### src/rtl/fft_stage_sequencer.sv
// Address/control sequencer for an in-place radix-2 16-point FFT: bit-reversed
// load, per-stage butterfly read/write-back with a fixed-latency datapath, and unload.
module fft_stage_sequencer #(
    parameter int unsigned N        = 16,
    parameter int unsigned BFLY_LAT = 2,
    localparam int unsigned AW      = $clog2(N),
    localparam int unsigned KW      = $clog2(N / 2),
    localparam int unsigned SW      = $clog2(AW)
) (
    input  logic          clk,
    input  logic          rst,
    input  logic          load_inputs,
    input  logic          compute,
    input  logic [SW-1:0] stage,
    input  logic          read_sel,
    input  logic          write_sel,
    input  logic          done,
    input  logic          in_valid,
    output logic          in_ready,
    output logic          ld_wr_en,
    output logic          ld_bank,
    output logic [AW-1:0] ld_wr_addr,
    output logic          rd_en,
    output logic          rd_bank,
    output logic [AW-1:0] rd_addr_a,
    output logic [AW-1:0] rd_addr_b,
    output logic [KW-1:0] tw_idx,
    output logic          wr_en,
    output logic          wr_bank,
    output logic [AW-1:0] wr_addr_a,
    output logic [AW-1:0] wr_addr_b,
    input  logic          out_ready,
    output logic          ul_rd_en,
    output logic          ul_bank,
    output logic [AW-1:0] ul_addr,
    output logic          busy,
    output logic          stage_done,
    output logic          overrun
);

    typedef enum logic [2:0] {IDLE, LOAD, COMPUTE, DRAIN, UNLOAD} state_t;

    state_t        state_q, state_d;
    logic [AW-1:0] cnt_q, cnt_d;
    logic [KW-1:0] k_q, k_d;
    logic [SW-1:0] s_q, s_d;
    logic          ld_bank_q, ld_bank_d;
    logic          rd_bank_q, rd_bank_d;
    logic          wr_bank_q, wr_bank_d;
    logic          ul_bank_q, ul_bank_d;
    logic          overrun_q, overrun_d;
    logic          stage_done_q, stage_done_d;

    // Write-back delay line: one entry per datapath cycle
    logic          pv_q [BFLY_LAT];
    logic [AW-1:0] pa_q [BFLY_LAT];
    logic [AW-1:0] pb_q [BFLY_LAT];

    logic [AW-1:0] half, lo, addr_a;
    logic [SW:0]   sh_hi;
    logic          pend;

    always_ff @(posedge clk) begin
        if (rst) begin
            state_q      <= IDLE;
            cnt_q        <= '0;
            k_q          <= '0;
            s_q          <= '0;
            ld_bank_q    <= 1'b0;
            rd_bank_q    <= 1'b0;
            wr_bank_q    <= 1'b0;
            ul_bank_q    <= 1'b0;
            overrun_q    <= 1'b0;
            stage_done_q <= 1'b0;
        end else begin
            state_q      <= state_d;
            cnt_q        <= cnt_d;
            k_q          <= k_d;
            s_q          <= s_d;
            ld_bank_q    <= ld_bank_d;
            rd_bank_q    <= rd_bank_d;
            wr_bank_q    <= wr_bank_d;
            ul_bank_q    <= ul_bank_d;
            overrun_q    <= overrun_d;
            stage_done_q <= stage_done_d;
        end
    end

    always_ff @(posedge clk) begin
        if (rst) begin
            for (int i = 0; i < int'(BFLY_LAT); i++) begin
                pv_q[i] <= 1'b0;
                pa_q[i] <= '0;
                pb_q[i] <= '0;
            end
        end else begin
            pv_q[0] <= rd_en;
            pa_q[0] <= rd_addr_a;
            pb_q[0] <= rd_addr_b;
            for (int i = 1; i < int'(BFLY_LAT); i++) begin
                pv_q[i] <= pv_q[i-1];
                pa_q[i] <= pa_q[i-1];
                pb_q[i] <= pb_q[i-1];
            end
        end
    end

    always_comb begin
        state_d      = state_q;
        cnt_d        = cnt_q;
        k_d          = k_q;
        s_d          = s_q;
        ld_bank_d    = ld_bank_q;
        rd_bank_d    = rd_bank_q;
        wr_bank_d    = wr_bank_q;
        ul_bank_d    = ul_bank_q;
        overrun_d    = overrun_q;
        stage_done_d = 1'b0;
        in_ready     = 1'b0;
        ld_wr_en     = 1'b0;
        rd_en        = 1'b0;
        ul_rd_en     = 1'b0;

        // Butterfly k of stage s pairs a and a+2^s; twiddle scales with the group offset
        half   = AW'(1) << s_q;
        lo     = AW'(k_q) & (half - AW'(1));
        sh_hi  = {1'b0, s_q} + (SW+1)'(1);
        addr_a = ((AW'(k_q) >> s_q) << sh_hi) + lo;

        pend = 1'b0;
        for (int i = 0; i < int'(BFLY_LAT) - 1; i++) begin
            pend = pend | pv_q[i];
        end

        unique case (state_q)
            IDLE: begin
                if (load_inputs) begin
                    state_d   = LOAD;
                    ld_bank_d = read_sel;
                    cnt_d     = '0;
                end else if (compute) begin
                    state_d   = COMPUTE;
                    s_d       = stage;
                    rd_bank_d = read_sel;
                    wr_bank_d = write_sel;
                    k_d       = '0;
                end else if (done) begin
                    state_d   = UNLOAD;
                    ul_bank_d = write_sel;
                    cnt_d     = '0;
                end
            end
            LOAD: begin
                in_ready = 1'b1;
                ld_wr_en = in_valid;
                if (in_valid) begin
                    cnt_d = cnt_q + AW'(1);
                    if (cnt_q == AW'(N - 1)) state_d = IDLE;
                end
            end
            COMPUTE: begin
                rd_en = 1'b1;
                k_d   = k_q + KW'(1);
                if (k_q == KW'(N / 2 - 1)) state_d = DRAIN;
            end
            DRAIN: begin
                if (pv_q[BFLY_LAT-1] && !pend) begin
                    stage_done_d = 1'b1;
                    state_d      = IDLE;
                end
            end
            UNLOAD: begin
                ul_rd_en = out_ready;
                if (out_ready) begin
                    cnt_d = cnt_q + AW'(1);
                    if (cnt_q == AW'(N - 1)) state_d = IDLE;
                end
            end
            default: state_d = IDLE;
        endcase

        if (state_q != IDLE && (load_inputs || compute || done)) overrun_d = 1'b1;

        for (int i = 0; i < int'(AW); i++) begin
            ld_wr_addr[i] = (state_q == LOAD) & cnt_q[AW-1-i];
        end
        ld_bank   = (state_q == LOAD) & ld_bank_q;
        rd_bank   = rd_en & rd_bank_q;
        rd_addr_a = rd_en ? addr_a : '0;
        rd_addr_b = rd_en ? addr_a + half : '0;
        tw_idx    = rd_en ? KW'(lo << (SW'(KW) - s_q)) : '0;
        wr_en     = pv_q[BFLY_LAT-1];
        wr_bank   = wr_en & wr_bank_q;
        wr_addr_a = pa_q[BFLY_LAT-1];
        wr_addr_b = pb_q[BFLY_LAT-1];
        ul_bank   = (state_q == UNLOAD) & ul_bank_q;
        ul_addr   = (state_q == UNLOAD) ? cnt_q : '0;
        busy      = (state_q != IDLE);
        stage_done = stage_done_q;
        overrun    = overrun_q;
    end

endmodule

### config.mk
export PLATFORM = sky130hd
export DESIGN_NAME = fft_stage_sequencer
export DESIGN_NICKNAME = d
export VERILOG_FILES = /design/src/rtl/fft_stage_sequencer.sv
export SDC_FILE = /design/constraint.sdc
export NUM_CORES = 1
export LEC_CHECK = 0
export ABC_AREA = 1
export BUFFER_PORTS_ARGS = -buffer_cell sky130_fd_sc_hd__buf_2
export CORE_MARGIN = 2
export CORE_UTILIZATION = 48
export CTS_CLUSTER_SIZE = 40
export DETAILED_ROUTE_END_ITERATION = 7
export PLACE_DENSITY_LB_ADDON = 0.2
export SLEW_MARGIN = 15
export SYNTH_ARGS = -nofsm -noshare
export SYNTH_HDL_FRONTEND = slang
export SYNTH_SLANG_ARGS = --single-unit
### constraint.sdc
create_clock -name clk -period 3.1 [get_ports clk]
set_input_delay 0.31 -clock clk [delete_from_list [all_inputs] [get_ports clk]]
set_output_delay 0.31 -clock clk [all_outputs]
set_load 0.01 [all_outputs]
==> flow_summary.yaml, run 1 <==
grt:
  grt_max_degree: 19
  grt-ovfl-total: 0
  grtUsageMet2_pct: 30.8
  grt_pass1_vias: 1780
  met3_usage_pct: 5.09
  track_usage_pct: 18.8
  use_met1_pct: 24.2
  grt_pass1_wl_um: 7550
  grt_antenna_before_repair: 0
  grt.busiest_layer: "met2"
cts:
  root_buffer: "clkbuf_8"
  clock-sinks: 36
  cts_made_buffers: 5
  clk_latency_ns: 0.28
  clk_path_buf_depth: 2
  cts_tree: "yes"
  clk_pin_slew_ns: 0.07
  htreeDepth: 2
  hold_buffers: 0
job:
  cap_viol_max_count: 0
sta:
  rsz0062_at_grt: "true"
  timing.final.crit_share_pct: 105
  whs_ns: 0.282
  layout_setup_ws_ns: -0.145
  worst_pin_slew_ns: 0.614
  setup_viol: 1
  fin_skew_ns: 0.00475
  fmax_ghz: 0.308
  drv_slew: 0
  hold_viol: 0
  min_period_ns: 3.25
  setup_tns_ns: -0.145
  relSlewSlack_pct: 58.9
final_layout:
  mostFrequentLayoutCells: "nor2_1, buf_2, inv_1, nand2_1, dfxtp_1"
  nets: 388
  final.fill_count: 354
  layout.cells.most_common: "nor2_1"
  post-route-util_pct: 65.4
  instances_no_fill: 412
  drive_gt1_share_pct: 30.4
  syn_to_final_growth_pct: 29.4
  n_antenna_cell: 0
power_and_ir_drop:
  internal_power_uw: 997
  clockPowerShare_pct: 20.7
  p_leak_nw: 1.35
  p_sw_share_pct: 41.1
  power_frac_comb_pct: 44.9
  power.switching_uw: 697
  finalPower_mw: 1.69
  power.density_nw_per_um2: 638
  peakVddDrop_v: 0.000319
  pwr-share-seq_pct: 34.4
routing:
  wl_per_cell_um: 10.8
  ant_nets: 0
  dr.pass1.iters: 4
  drt-initial-drc-count: 51
  wirelength_um: 4450
  vias: 1960
  drc: 0
  detail_route.vias_per_cell: 4.76
die:
  rows: 23
  initial_core_util_pct: 50.6
  die_h_um: 69.4
  die_w_um: 69.4
  io_pins: 50
  die-area_um2: 4810
  core_area_um2: 4060
placement:
  gp_congestion: 0.823
  dp.cells: 403
  dpl.hpwl_um: 3310
  portBuffers: 49
worst_setup_path:
  crit_arrival_ns: 2.94
  cp-start-kind: "flip-flop"
  r2r_slack_ns: 0.50
  path_class: "reg -> out"
  reg2reg_depth: 15
  cp.required_ns: 2.79
  r2r_start: "s_q[0]$_SDFFE_PP0P_"
  endpoint_kind: "output port"
  path_max_fanout: 3
  r2r-end: "pb_q[0][3]$_SDFF_PP0_"
run_status:
  violations: "setup timing"
  status: "complete, but fails checks"
logic_synthesis:
  synth_top_flop_cell: "dfxtp_1"
  async_flop_share_pct: 0
  netlist_area_um2: 2050
  syn-mean-instance-area_um2: 6.82
  synthTopCellsByArea: "dfxtp_1, nor2_1, inv_1"
  ys_ff_latch: 36
  synth_nets: 328
  synth.largest_area_cell: "dfxtp_1"
  synth_cells: 301
  synth_cell_types: 28
  yosysWarnings: 0
  synth_edf_count: 0
  seq_area_frac_synth_pct: 35.1
  synth_top_area_share_pct: 35.1
hold_path:
  hold_end: "ld_bank_q$_SDFFE_PP0P_"
  hold_start: "read_sel"
  hold_depth: 3
  hold_class: "in -> reg"
==> through the flow <==
| step | setup slack [ns] | instance area, um2 |
|---|---|---|
| floorplan | 0.0227 | 2060 |
| global placement | -0.0295 | 2410 |
| CTS | -0.152 | 2610 |
| detailed placement | -0.110 | 2410 |
| finish | -0.145 | 2660 |
| global route | -0.311 | 2660 |
==> worst max-delay path, stage by stage (launching register included) <==
cell and delay (ns):
dfxtp_4 0.36, buf_6 0.13, ha_4 0.17, nor3_4 0.17, ha_2 0.19, inv_2 0.05
fa_2 0.57, inv_1 0.04, ha_1 0.23, a21oi_4 0.16, nand2_1 0.06, nand2_1 0.07
nand2_2 0.06, inv_2 0.06, nand3_2 0.07, a21oi_2 0.11, buf_2 0.15
==> state kept, by name (all words and copies together), names as in the netlist, 2 cells and up <==
name     count
pa_q         8
state_q      3
cnt_q        4
pv_q         2
s_q          2
pb_q         8
k_q          3
==> layout make-up <==
| class | instances | area (um2) | share of cell area, % |
|---|---|---|---|
| well taps | 50 | 62.6 | 2.36 |
| repair buffers | 66 | 380 | 14.3 |
| clock buffers | 6 | 82.6 | 3.11 |
| inverters | 53 | 201 | 7.59 |
| clock inverters | 2 | 13.8 | 0.518 |
| multi-input cells | 199 | 1190 | 44.8 |
| flip-flops and latches | 36 | 726 | 27.3 |
==> routing by layer <==
| layer | up-vias | wire length (um) |
|---|---|---|
| met5 | - | 0 |
| met4 | 0 | 51 |
| met2 | 48 | 2040 |
| met1 | 868 | 2160 |
| met3 | 9 | 193 |
| li1 | 1035 | - |
==> worst max path at each step <==
stage              endpoint  slack, ns                start
5_1_grt        rd_addr_b[3]      -0.31  s_q[1]$_SDFFE_PP0P_
3_5_place_dp   rd_addr_b[3]      -0.11  s_q[0]$_SDFFE_PP0P_
3_3_place_gp   rd_addr_b[3]      -0.03  s_q[0]$_SDFFE_PP0P_
4_1_cts        rd_addr_b[3]      -0.15  s_q[0]$_SDFFE_PP0P_
6_report       rd_addr_b[3]      -0.15  s_q[0]$_SDFFE_PP0P_
2_1_floorplan  rd_addr_b[3]       0.02  s_q[0]$_SDFFE_PP0P_
==> Yosys cell counts (4+ instances only) <==
library cell,instances
nand3_1,25
inv_1,52
ha_1,14
xor2_1,4
nor2_1,69
buf_4,8
o21ai_0,7
nand2_1,48
dfxtp_1,36
a21oi_1,12
==> cells by family after synthesis <==
kind of cell | Yosys count | share of synthesized area, %
buffers and inverters | 66 | 13.6
AND/OR/NAND/NOR | 154 | 32.1
adder cells (fa/ha/maj) | 16 | 10.5
XOR/XNOR | 5 | 2.13
flip-flops | 36 | 35.1
AO/OA/AOI/OAI | 24 | 6.52
==> power by group through the flow <==
stage,clock network [mW],registers (mW),logic (mW)
floorplan,0,0.578,0.509
global placement,0,0.587,0.686
detailed placement,0,0.590,0.696
CTS,0.361,0.580,0.739
global route,0.389,0.593,0.866
finish,0.351,0.583,0.761
==> repair_timing <==
item	4_1_cts	5_1_grt
cloned	0	0
buffers inserted	1	0
hold endpoints to repair	0	0
pin swaps	10	12
gates resized for setup	20	10
endpoints found under the setup margin	3	3
(Power assumes the default switching activity.)
==> run 2, diff against run 1 <==
--- a/config.mk
+++ b/config.mk
@@ -7,8 +7,10 @@
 export LEC_CHECK = 0
 export ABC_AREA = 1
 export BUFFER_PORTS_ARGS = -buffer_cell sky130_fd_sc_hd__buf_2
+export CELL_PAD_IN_SITES_DETAIL_PLACEMENT = 0
+export CELL_PAD_IN_SITES_GLOBAL_PLACEMENT = 1
 export CORE_MARGIN = 2
-export CORE_UTILIZATION = 48
+export CORE_UTILIZATION = 33
 export CTS_CLUSTER_SIZE = 40
 export DETAILED_ROUTE_END_ITERATION = 7
 export PLACE_DENSITY_LB_ADDON = 0.2
==> run 2 against run 1 <==
  * The flow still finishes with violations (setup timing)
  * Die area increased by 43%
  * Global-route usage down 4.7 points
  * Worst setup slack better by 0.049 ns
  * Flip-flop and latch count unchanged
  * Total power grew 5.5%
  * Clock power increased by 18%
  * First-iteration DRC count is 9.8% higher
  * Sequential power about the same
  * Via count decreased by 0.20%
  * Critical endpoint unchanged
==> flow_summary.yaml, run 2 (synthesized netlist as in run 1, its figures left out) <==
run_status:
  status: "complete, but fails checks"
  violations: "setup timing"
final_layout:
  final.fill_count: 646
  stdcell_area_um2: 2740
  seq_area_um2: 728
  layout.cells.most_common: "nor2_1"
  post-route-util_pct: 46.0
  n_antenna_cell: 0
  syn_to_final_growth_pct: 33.4
  nets: 392
  mostFrequentLayoutCells: "nor2_1, buf_2, inv_1, nand2_1, dfxtp_1"
  top_regs: "pa_q: 8 flops, pb_q: 8 flops, cnt_q: 4 flops"
  multiInputGateArea_um2: 1190
  drive_gt1_share_pct: 31.1
cts:
  clk_pin_slew_ns: 0.08
  clock-sinks: 36
  root_buffer: "clkbuf_8"
  htreeDepth: 2
  cts_made_buffers: 5
  clk_path_buf_depth: 2
  cts_tree: "yes"
  clk_latency_ns: 0.29
  hold_buffers: 0
sta:
  worst_pin_slew_ns: 0.404
  min_period_ns: 3.20
  hold_viol: 0
  fmax_ghz: 0.313
  setup_viol: 1
  fin_skew_ns: 0.00902
  drv_slew: 0
  layout_setup_ws_ns: -0.0959
  rsz0062_at_grt: "true"
  relSlewSlack_pct: 73.0
  timing.final.crit_share_pct: 103
worst_setup_path:
  path_class: "reg -> out"
  reg2reg_depth: 16
  r2r-end: "pb_q[0][3]$_SDFF_PP0_"
  r2r_slack_ns: 0.49
  crit_arrival_ns: 2.89
  cp-start-kind: "flip-flop"
  path_max_fanout: 3
  cp.required_ns: 2.79
  r2r_start: "s_q[0]$_SDFFE_PP0P_"
  endpoint_kind: "output port"
placement:
  gp_congestion: 0.851
  dpl_cell_area_um2: 2450
  dpl.hpwl_um: 3650
  portBuffers: 49
die:
  core_area_um2: 5960
  rows: 28
  die_h_um: 82.9
  die_w_um: 82.9
  io_pins: 50
  initial_core_util_pct: 34.5
  die-area_um2: 6860
grt:
  grt_pass1_vias: 1790
  grt_antenna_before_repair: 0
  track_usage_pct: 14.1
  grt-ovfl-total: 0
  grt_pass1_wl_um: 8100
  grt_max_degree: 19
routing:
  dr.pass1.iters: 4
  detail_route.vias_per_cell: 4.44
  vias: 1956
  wl_per_cell_um: 10.8
  drc: 0
  wirelength_um: 4780
  ant_nets: 0
  drt-initial-drc-count: 56
power_and_ir_drop:
  power.density_nw_per_um2: 653
  finalPower_mw: 1.79
  peakVddDrop_v: 0.000273
  p_leak_nw: 1.38
hold_path:
  hold_depth: 3
  hold_class: "in -> reg"
  hold_end: "ld_bank_q$_SDFFE_PP0P_"
  hold_start: "read_sel"
job:
  cap_viol_max_count: 0
## run 2: changes by cell type in the layout (fill, tap and decap cells not counted), sizes merged
cell,previous run,this run
clkbuf,6,5
buf,66,70
bufinv,0,1
## run 2: final cells by class
type	instances	area share, %
Multi-Input combinational cell	199	43.4
Sequential cell	36	26.6
Timing Repair Buffer	70	15.0
Inverter	53	7.54
Tap cell	75	3.43
Clock buffer	5	2.51
Clock inverter	3	1.51
## run 2: through the flow
stage | setup slack, ns | hold slack [ns] | setup TNS (ns) | std cells
floorplan | 0.0227 | 0.388 | 0 | 301
CTS | -0.170 | 0.271 | -0.170 | 440
global route | -0.309 | 0.284 | -0.457 | 441
detailed placement | -0.0904 | 0.392 | -0.0904 | 429
finish | -0.0959 | 0.274 | -0.0959 | 441
global placement | -0.0381 | 0.392 | -0.0381 | 429
## run 2: how the worst max path moves through the flow
stage,to,startpoint
after floorplan,rd_addr_b[3],s_q[0]$_SDFFE_PP0P_
after global placement,rd_addr_b[3],s_q[0]$_SDFFE_PP0P_
after detailed placement,rd_addr_b[3],s_q[0]$_SDFFE_PP0P_
after CTS,rd_addr_b[3],s_q[0]$_SDFFE_PP0P_
after global routing,rd_addr_b[3],s_q[0]$_SDFFE_PP0P_
final,rd_addr_b[3],s_q[0]$_SDFFE_PP0P_
## run 2: worst max-delay path, cell delays in order, from the launching register on
cell,delay (ns)
dfxtp_4,0.37
buf_6,0.13
ha_4,0.17
nor3_4,0.17
ha_2,0.19
inv_2,0.04
fa_2,0.36
xor2_2,0.17
inv_2,0.06
ha_4,0.22
a21oi_2,0.14
nand2_1,0.07
nand2_1,0.08
nand2_2,0.06
inv_2,0.05
nand3_2,0.06
a21oi_2,0.11
buf_2,0.14
## run 2: layer usage
metal | vias up | part of all wire [%] | GRT usage (%)
met5 | - | 0 | 0
met4 | 0 | 0.46 | 3.58
met3 | 2 | 4.0 | 3.68
met2 | 39 | 43 | 20.8
met1 | 870 | 52 | 20.5
li1 | 1045 | - | -
## run 2: power by group
group | switching, mW | internal [mW] | total (mW)
sequential | 0.0580 | 0.527 | 0.585
combinational | 0.483 | 0.304 | 0.787
clock | 0.177 | 0.239 | 0.415
total | 0.718 | 1.07 | 1.79
## run 2: repair_timing
item,4_1_cts,5_1_grt
pin swaps,13,9
endpoints found under the setup margin,3,3
gates resized for setup,21,12
buffers inserted,3,1
